==> config.mk <==
export PLATFORM = sky130hd
export DESIGN_NAME = pwm_fader
export DESIGN_NICKNAME = d
export VERILOG_FILES = /design/src/rtl/pwm_pkg.sv /design/src/rtl/fade_tick_gen.sv /design/src/rtl/pwm_fader.sv
export SDC_FILE = /design/constraint.sdc
export NUM_CORES = 1
export LEC_CHECK = 0
export BUFFER_PORTS_ARGS = -buffer_cell sky130_fd_sc_hd__buf_2
export CORE_MARGIN = 2
export CORE_UTILIZATION = 50
export CTS_CLUSTER_SIZE = 14
export DETAILED_ROUTE_END_ITERATION = 7
export HOLD_SLACK_MARGIN = 0.05
export MAX_ROUTING_LAYER = met4
export PLACE_DENSITY = 0.72
export SYNTH_ARGS = -nofsm -noshare
export SYNTH_HDL_FRONTEND = slang
export SYNTH_SLANG_ARGS = --single-unit
==> constraint.sdc <==
create_clock -name clk -period 5.8 [get_ports clk]
set_input_delay 1.74 -clock clk [delete_from_list [all_inputs] [get_ports clk]]
set_output_delay 1.74 -clock clk [all_outputs]
set_load 0.05 [all_outputs]
==> src/rtl/pwm_pkg.sv <==
//------------------------------------------------------------------------------
// Module   : pwm_pkg
// Brief    : Shared duty width default and fader state encoding for the pwm
//            and pwm_fader blocks, so duty widths stay consistent.
// Revision : 1.0 - initial release
//------------------------------------------------------------------------------
`timescale 1ns/1ps
`default_nettype none

package pwm_pkg;

  // Default duty width shared by pwm and pwm_fader
  localparam int unsigned c_DUTY_W = 8;

  // Fader control states
  typedef enum logic [0:0] {
    ST_IDLE = 1'b0,
    ST_RAMP = 1'b1
  } fade_state_t;

endpackage

`default_nettype wire

==> src/rtl/fade_tick_gen.sv <==
//------------------------------------------------------------------------------
// Module   : fade_tick_gen
// Brief    : Loadable, auto-reloading down-counter. Produces a one-cycle tick
//            while enabled and the count is zero, then reloads the divider.
// Revision : 1.0 - initial release
//------------------------------------------------------------------------------
`timescale 1ns/1ps
`default_nettype none

module fade_tick_gen
  import pwm_pkg::*;
#(
  parameter int DIV_W = 16
) (
  input  logic             clk,
  input  logic             rst,
  input  logic             load,
  input  logic             en,
  input  logic [DIV_W-1:0] div,
  output logic             tick
);

  logic [DIV_W-1:0] r_count;

  assign tick = en && (r_count == '0);

  // Count down while enabled; a load always wins and restarts the interval
  always_ff @(posedge clk) begin
    if (rst) begin
      r_count <= '0;
    end else if (load) begin
      r_count <= div;
    end else if (en) begin
      r_count <= (r_count == '0) ? div : r_count - 1'b1;
    end
  end

endmodule

`default_nettype wire

==> src/rtl/pwm_fader.sv <==
//------------------------------------------------------------------------------
// Module   : pwm_fader
// Brief    : Duty-cycle ramp controller feeding pwm.duty. Accepts a fade
//            command (target, step, interval) and walks the registered duty
//            toward the target one step per interval, pulsing done on arrival.
//            Optional macro PWM_FADER_BREATHE_EN adds a 'breathe' input that
//            ping-pongs between the start duty and the target indefinitely.
// Revision : 1.0 - initial release
//------------------------------------------------------------------------------
`timescale 1ns/1ps
`default_nettype none

module pwm_fader
  import pwm_pkg::*;
#(
  parameter int DUTY_W = c_DUTY_W,
  parameter int DIV_W  = 16
) (
  input  logic              clk,
  input  logic              rst,
  input  logic              cmd_valid,
  output logic              cmd_ready,
  input  logic [DUTY_W-1:0] cmd_target,
  input  logic [DUTY_W-1:0] cmd_step,
  input  logic [DIV_W-1:0]  cmd_div,
`ifdef PWM_FADER_BREATHE_EN
  input  logic              breathe,
`endif
  input  logic              abort,
  output logic [DUTY_W-1:0] duty,
  output logic              busy,
  output logic              done
);

  fade_state_t       r_state, w_state_d;
  logic [DUTY_W-1:0] r_duty, w_duty_d;
  logic [DUTY_W-1:0] r_target, w_target_d;
  logic [DUTY_W-1:0] r_step, w_step_d;
  logic [DIV_W-1:0]  r_div, w_div_d;
  logic              r_done, w_done_d;
`ifdef PWM_FADER_BREATHE_EN
  logic [DUTY_W-1:0] r_start, w_start_d;
  logic              r_breathe, w_breathe_d;
`endif

  logic              w_accept;
  logic              w_tick;
  logic [DIV_W-1:0]  w_div_sel;
  logic [DUTY_W-1:0] w_step_in;
  logic              w_dir_up;
  logic [DUTY_W:0]   w_dist;
  logic              w_last;
  logic [DUTY_W:0]   w_next;

  assign w_accept  = (r_state == ST_IDLE) && cmd_valid;
  assign w_step_in = (cmd_step == '0) ? {{(DUTY_W-1){1'b0}}, 1'b1} : cmd_step;
  // The interval counter loads the fresh divider on accept, reloads the
  // latched one on every tick after that
  assign w_div_sel = w_accept ? cmd_div : r_div;

  // One-bit-wider distance and next value so comparisons never wrap
  assign w_dir_up = (r_target > r_duty);
  assign w_dist   = w_dir_up ? ({1'b0, r_target} - {1'b0, r_duty})
                             : ({1'b0, r_duty} - {1'b0, r_target});
  assign w_last   = (w_dist <= {1'b0, r_step});
  assign w_next   = w_dir_up ? ({1'b0, r_duty} + {1'b0, r_step})
                             : ({1'b0, r_duty} - {1'b0, r_step});

  fade_tick_gen #(
    .DIV_W (DIV_W)
  ) u_tick (
    .clk  (clk),
    .rst  (rst),
    .load (w_accept),
    .en   (r_state == ST_RAMP),
    .div  (w_div_sel),
    .tick (w_tick)
  );

  // Next-state and step arithmetic; abort takes priority over any step
  always_comb begin
    w_state_d   = r_state;
    w_duty_d    = r_duty;
    w_target_d  = r_target;
    w_step_d    = r_step;
    w_div_d     = r_div;
    w_done_d    = 1'b0;
`ifdef PWM_FADER_BREATHE_EN
    w_start_d   = r_start;
    w_breathe_d = r_breathe;
`endif
    case (r_state)
      ST_IDLE: begin
        if (cmd_valid) begin
          w_target_d = cmd_target;
          w_step_d   = w_step_in;
          w_div_d    = cmd_div;
`ifdef PWM_FADER_BREATHE_EN
          w_start_d   = r_duty;
          w_breathe_d = breathe;
`endif
          if (cmd_target == r_duty) begin
            w_done_d = 1'b1;
          end else begin
            w_state_d = ST_RAMP;
          end
        end
      end
      ST_RAMP: begin
        if (abort) begin
          w_state_d = ST_IDLE;
        end else if (w_tick) begin
          if (w_last) begin
            w_duty_d = r_target;
            w_done_d = 1'b1;
`ifdef PWM_FADER_BREATHE_EN
            if (r_breathe) begin
              w_target_d = r_start;
              w_start_d  = r_target;
            end else begin
              w_state_d = ST_IDLE;
            end
`else
            w_state_d = ST_IDLE;
`endif
          end else begin
            // Carry bit cannot be set on a non-final step; clamp defensively
            w_duty_d = w_next[DUTY_W] ? r_target : w_next[DUTY_W-1:0];
          end
        end
      end
      default: w_state_d = ST_IDLE;
    endcase
  end

  // State and latched-command registers
  always_ff @(posedge clk) begin
    if (rst) begin
      r_state   <= ST_IDLE;
      r_duty    <= '0;
      r_target  <= '0;
      r_step    <= '0;
      r_div     <= '0;
      r_done    <= 1'b0;
`ifdef PWM_FADER_BREATHE_EN
      r_start   <= '0;
      r_breathe <= 1'b0;
`endif
    end else begin
      r_state   <= w_state_d;
      r_duty    <= w_duty_d;
      r_target  <= w_target_d;
      r_step    <= w_step_d;
      r_div     <= w_div_d;
      r_done    <= w_done_d;
`ifdef PWM_FADER_BREATHE_EN
      r_start   <= w_start_d;
      r_breathe <= w_breathe_d;
`endif
    end
  end

  assign duty      = r_duty;
  assign done      = r_done;
  assign busy      = (r_state == ST_RAMP);
  assign cmd_ready = (r_state == ST_IDLE);

endmodule

`default_nettype wire

# ---- Word level (Yosys, flattened, before mapping)
# Index checks and enable logic that the tools add are counted.
dict set report totals {
  register_bits 58
  latch_bits 0
  mem_bits_rw 0
  romBits 0
  in_bits 36
  out_inout_bits 11
  n_memories 0
}
dict set report classes {
  addsub 5
  multipliers 0
  div_mod_pow 0
  order_cmp 2
  n_eq_ne 1
  n_shift 0
  n_mux 21
  bitwise_logic 2
  reduce_logical 7
}
# cell count
set op_table {}
lappend op_table {{16-bit two-way mux} 4}
lappend op_table {{8-bit by 8-bit subtractor with 9-bit output} 3}
lappend op_table {{8-bit two-way mux} 3}
lappend op_table {{9-bit two-way mux} 2}
lappend op_table {{16-bit zero test} 1}
lappend op_table {{16-bit by 1-bit subtractor with 16-bit output (second input constant)} 1}
lappend op_table {{1-bit two-way mux} 10}
lappend op_table {{8-bit by 8-bit adder with 9-bit output} 1}
lappend op_table {{9-bit by 8-bit less-or-equal comparator with 1-bit output} 1}
lappend op_table {{8-bit equality test} 1}
lappend op_table {{8-bit > comparator} 1}
lappend op_table {{8-bit zero test} 1}
lappend op_table {{1-bit one-hot mux with 2 select lines} 2}
lappend op_table {{3-bit AND reduction} 1}
lappend op_table {{1-bit logical AND} 2}
lappend op_table {{1-bit inverter} 2}
lappend op_table {{2-bit AND reduction} 1}
lappend op_table {{2-bit nonzero test} 1}

# ---- Depth between registers and ports, before layout
dict set report logic_depth {
  ltp_word 7
  ltp_mapped 20
}

# ---- Cells and area by module
# A second synthesis with hierarchy kept.
dict set report hier_totals {
  cells_unflattened 558
  area_unflattened_um2 4366.7
}
# module instances cells_each area_each_um2 seq_area_each_um2
set modules_own_cells {}
lappend modules_own_cells {pwm_fader 1 417 3185.6 840.8}
lappend modules_own_cells {fade_tick_gen 1 141 1181.1 320.3}

# ---- Least setup slack after synthesis
# Ideal clock, no wire load.
dict set report synth_path {
  kind {register -> register}
  start {reg r_duty[1], in the netlist duty[1]}
  end {reg r_duty[0], in the netlist duty[0]}
  setup_ps 95
  arrival_ps 4443
  setup_slack_ps 1262
  stages_incl_launch_ff 20
  n_path_buf 1
  synth_period_minus_slack_ps 4538
  path_cell_list {dfxtp_1 inv_1 ha_1 nor2b_1 o211ai_2 a31oi_2 a21o_1 buf_6 mux2_1 o21ai_2 a31oi_1 xnor2_1 ha_1 nand2_1 o21ai_0 a221oi_1 o221ai_4 nand3_4 or4_1 o311ai_1}
}
dict set report synth_between {
  elab_chain_len 4
}
# element line_no
set synth_rtl {}
lappend synth_rtl {{start: declaration} pwm_fader.sv:36} ;# logic [DUTY_W-1:0] r_duty, w_duty_d;
lappend synth_rtl {{start signal: assignment} pwm_fader.sv:151} ;# r_duty <= w_duty_d;
lappend synth_rtl {{8-bit by 8-bit subtractor with 9-bit output, or another cell as far along} pwm_fader.sv:64} ;# : ({1'b0, r_duty} - {1'b0, r_target});
lappend synth_rtl {{9-bit two-way mux, on equally long branches} {pwm_fader.sv:63, pwm_fader.sv:66}}
lappend synth_rtl {{9-bit by 8-bit less-or-equal comparator with 1-bit output / 8-bit two-way mux (equally long branches)} {pwm_fader.sv:65, pwm_fader.sv:128}}
lappend synth_rtl {{8-bit two-way mux *} pwm_fader.sv:113} ;# if (w_last) begin
# Mark *: on every way between the ends. The rest lies on a longest branch, timed or not.
# A chain may end at the register's enable or synchronous reset.

# ---- Final worst setup path
dict set report layout_path {
  start {reg r_duty[1], in the netlist duty[1]}
  end {reg r_duty[7], in the netlist duty[7]}
}
# Same word-level chain as after synthesis.

==> impl_metrics.tcl <==
set metrics [dict create \
    status "completed" \
    antenna_left 0 \
    die_h_um 96.1 \
    grt_max_degree 60 \
    grt_pass1_vias 3683 \
    syn_to_final_growth_pct 10.5 \
    io-pin-count 47 \
    globalRouteTotalUtil 0.251 \
    endpoint_kind "flop" \
    htree_levels 3 \
    routedWlPerCell_um 15.7 \
    wirelength_mm 10.6 \
    ctsHoldBuffers 0 \
    fmaxAchievable_ghz 0.199 \
    cts_resized 0 \
    via_count 3885 \
    netlist_area_mm2 0.00424 \
    yosys_warnings 0 \
    grt_pass1_wl_mm 17.5 \
    max_slew_margin 0.251 \
    root_buffer "clkbuf_8" \
    start_util 0.516 \
    cts_tree "done" \
    final_cells 676 \
    antenna_found_initial 0 \
    syn_avg_cell_area_um2 7.94 \
    finalHoldViolCount 0 \
    synth_edf_count 0 \
    p_leak_nw 1.95 \
    antenna_cells_inserted 0 \
    cp_max_fo 21 \
    arrival_ns 5.19 \
    synth_ff_type "dfxtp_1" \
    cellPowerDensity_mw_per_mm2 276 \
    area.sequential_mm2 0.00116 \
    dpl.cell_count 661 \
    rsz0062_at_grt "false" \
    synth_cells 534 \
    vdd.ir_drop.worst_uv 193 \
    clk_path_buf_depth 2 \
    vias_per_cell 5.75 \
    tightest_slew_ns 1.12 \
    seq_area_frac_synth 0.274 \
    insertion_delay_ns 0.35 \
    dr.pass1.iters 4 \
    gp_congestion 0.885 \
    max_cap_viol_count 0 \
    maxSlewViolCount 0 \
    async_reset_ff_frac 0 \
    ys_ff_latch 58 \
    fin_nets 641 \
    fillers 770 \
    worstPathRequired_ns 5.97 \
    total_power_w 0.00129 \
    hp-class "reg -> reg" \
    syn_nets 608 \
    fp.dieW_um 96.1 \
    row_count 33 \
    cp-start-kind "flop" \
    clock-sinks 58 \
    fin_setup_tns_ns 0 \
    cts_setup_buffers 0 \
    period_share 0.864 \
    die_area_mm2 0.00923 \
    multi_input_area_mm2 0.00283 \
    grt_overflow 0 \
    remaining_drc_errors 0 \
    synth.distinct_cells 60 \
    clock_skew_ns 0.00983 \
    fin_crit_ns 5.01 \
    cts_made_buffers 9 \
    coreArea_mm2 0.00822 \
    path_class "reg -> reg" \
    holdWs_ns 0.452 \
    drive_gt1_frac 0.135 \
    dp_hpwl_mm 7.70 \
    numPortBuffers 46 \
    first_iter_violations 250 \
    setup_viol 0 \
    clk_pin_slew_worst_paths_ns 0.07 \
]
layout make-up:
class,count,share of cell area
clock buffer,12,0.0310
timing repair buffer,48,0.0524
multi-input combinational,416,0.605
inverter,34,0.0273
tap,105,0.0281
sequential,58,0.248
clock inverter,3,0.00855
report_power, final:
group | total (W) | internal, W | switching, W
Sequential | 0.000454 | 0.000424 | 0.0000298
Clock | 0.000369 | 0.000207 | 0.000163
Combinational | 0.000471 | 0.000207 | 0.000264
flip-flops by register name (all words and copies together) (netlist names):
signal	cells
r_target	8
r_div	16
duty	8
done	1
busy	1
u_tick.r_count	16
r_step	8
synthesized netlist by cell type, types with 6 or more instances:
| cell | instances | share of area |
|---|---|---|
| xor2_1 | 15 | 0.031 |
| xnor2_1 | 20 | 0.041 |
| clkbuf_1 | 18 | 0.016 |
| mux2i_1 | 20 | 0.047 |
| dfxtp_1 | 58 | 0.27 |
| ha_1 | 35 | 0.10 |
| nor4_1 | 6 | 0.0089 |
| nor2b_1 | 19 | 0.028 |
| nand2_1 | 83 | 0.074 |
| nand3_1 | 9 | 0.011 |
| a211oi_1 | 37 | 0.066 |
| a21oi_1 | 46 | 0.054 |
| inv_1 | 34 | 0.030 |
| nor3_1 | 6 | 0.0071 |
| o21ai_0 | 24 | 0.028 |
| nor2_1 | 32 | 0.028 |
metrics by stage:
stage	area (um^2)	utilization	worst slack, ns
2_1_floorplan	4240	-	1.26
3_3_place_gp	4500	0.547	1.04
3_5_place_dp	4500	0.547	0.827
4_1_cts	4680	0.570	0.801
5_1_grt	4680	0.570	0.342
6_report	4680	0.570	0.786
worst max-delay path, stage by stage, from the launching register on:
cell      delay, ns
dfxtp_1        0.54
inv_1          0.15
ha_1           0.34
nor2b_1        0.24
o211ai_2       0.13
a31oi_2        0.20
a21o_1         0.71
mux2_1         0.40
o21ai_2        0.16
a31oi_1        0.12
xnor2_1        0.15
ha_1           0.31
a21oi_1        0.14
o21ai_0        0.09
a221oi_1       0.45
o221ai_4       0.20
nand3_4        0.22
mux2i_1        0.21
a211oi_1       0.09
path summary, 6_finish.rpt:
check,start,to,slack (ns),depth (start not counted)
worst max-delay path,duty[1]$_SDFFE_PP0P_,duty[7]$_SDFFE_PP0P_,0.79,18
worst min-delay path,r_div[8]$_SDFFE_PP0P_,r_div[8]$_SDFFE_PP0P_,0.45,2
worst max register to register,duty[1]$_SDFFE_PP0P_,duty[7]$_SDFFE_PP0P_,0.79,18
worst min register to register,r_div[8]$_SDFFE_PP0P_,r_div[8]$_SDFFE_PP0P_,0.45,2
routing by layer:
metal | GRT usage | part of all wire
met4 | 0.0726 | 0.012
met2 | 0.450 | 0.53
met3 | 0.0454 | 0.028
met5 | - | 0
met1 | 0.285 | 0.43
cell families (layout without fill, tap and decap cells):
logic type      Yosys count  after routing  share of synthesized area
flops                    58             58                      0.274
buf+inv                  60             97                     0.0585
xor+xnor                 35             35                     0.0723
compound gates          139            139                      0.216
fa+ha+maj                38             38                      0.118
mux                      22             22                     0.0526
simple gates            182            182                      0.209
cell usage in the layout (no fill, tap or decap), types with 3 or more instances in the layout:
cell type	n
nor3_1	6
inv_1	34
buf_2	46
o21ai_0	24
nand3_1	9
xor2_1	15
nand4_1	5
nor2b_1	18
nor4_1	6
nand2_1	83
a21o_1	5
a21oi_1	46
nor2_1	32
dfxtp_1	58
a211oi_1	37
o31ai_1	4
fa_1	3
ha_1	35
xnor2_1	20
clkbuf_8	10
or3_1	3
mux2i_1	20
o21a_1	3
No activity file was read; power rests on OpenSTA's default activity.
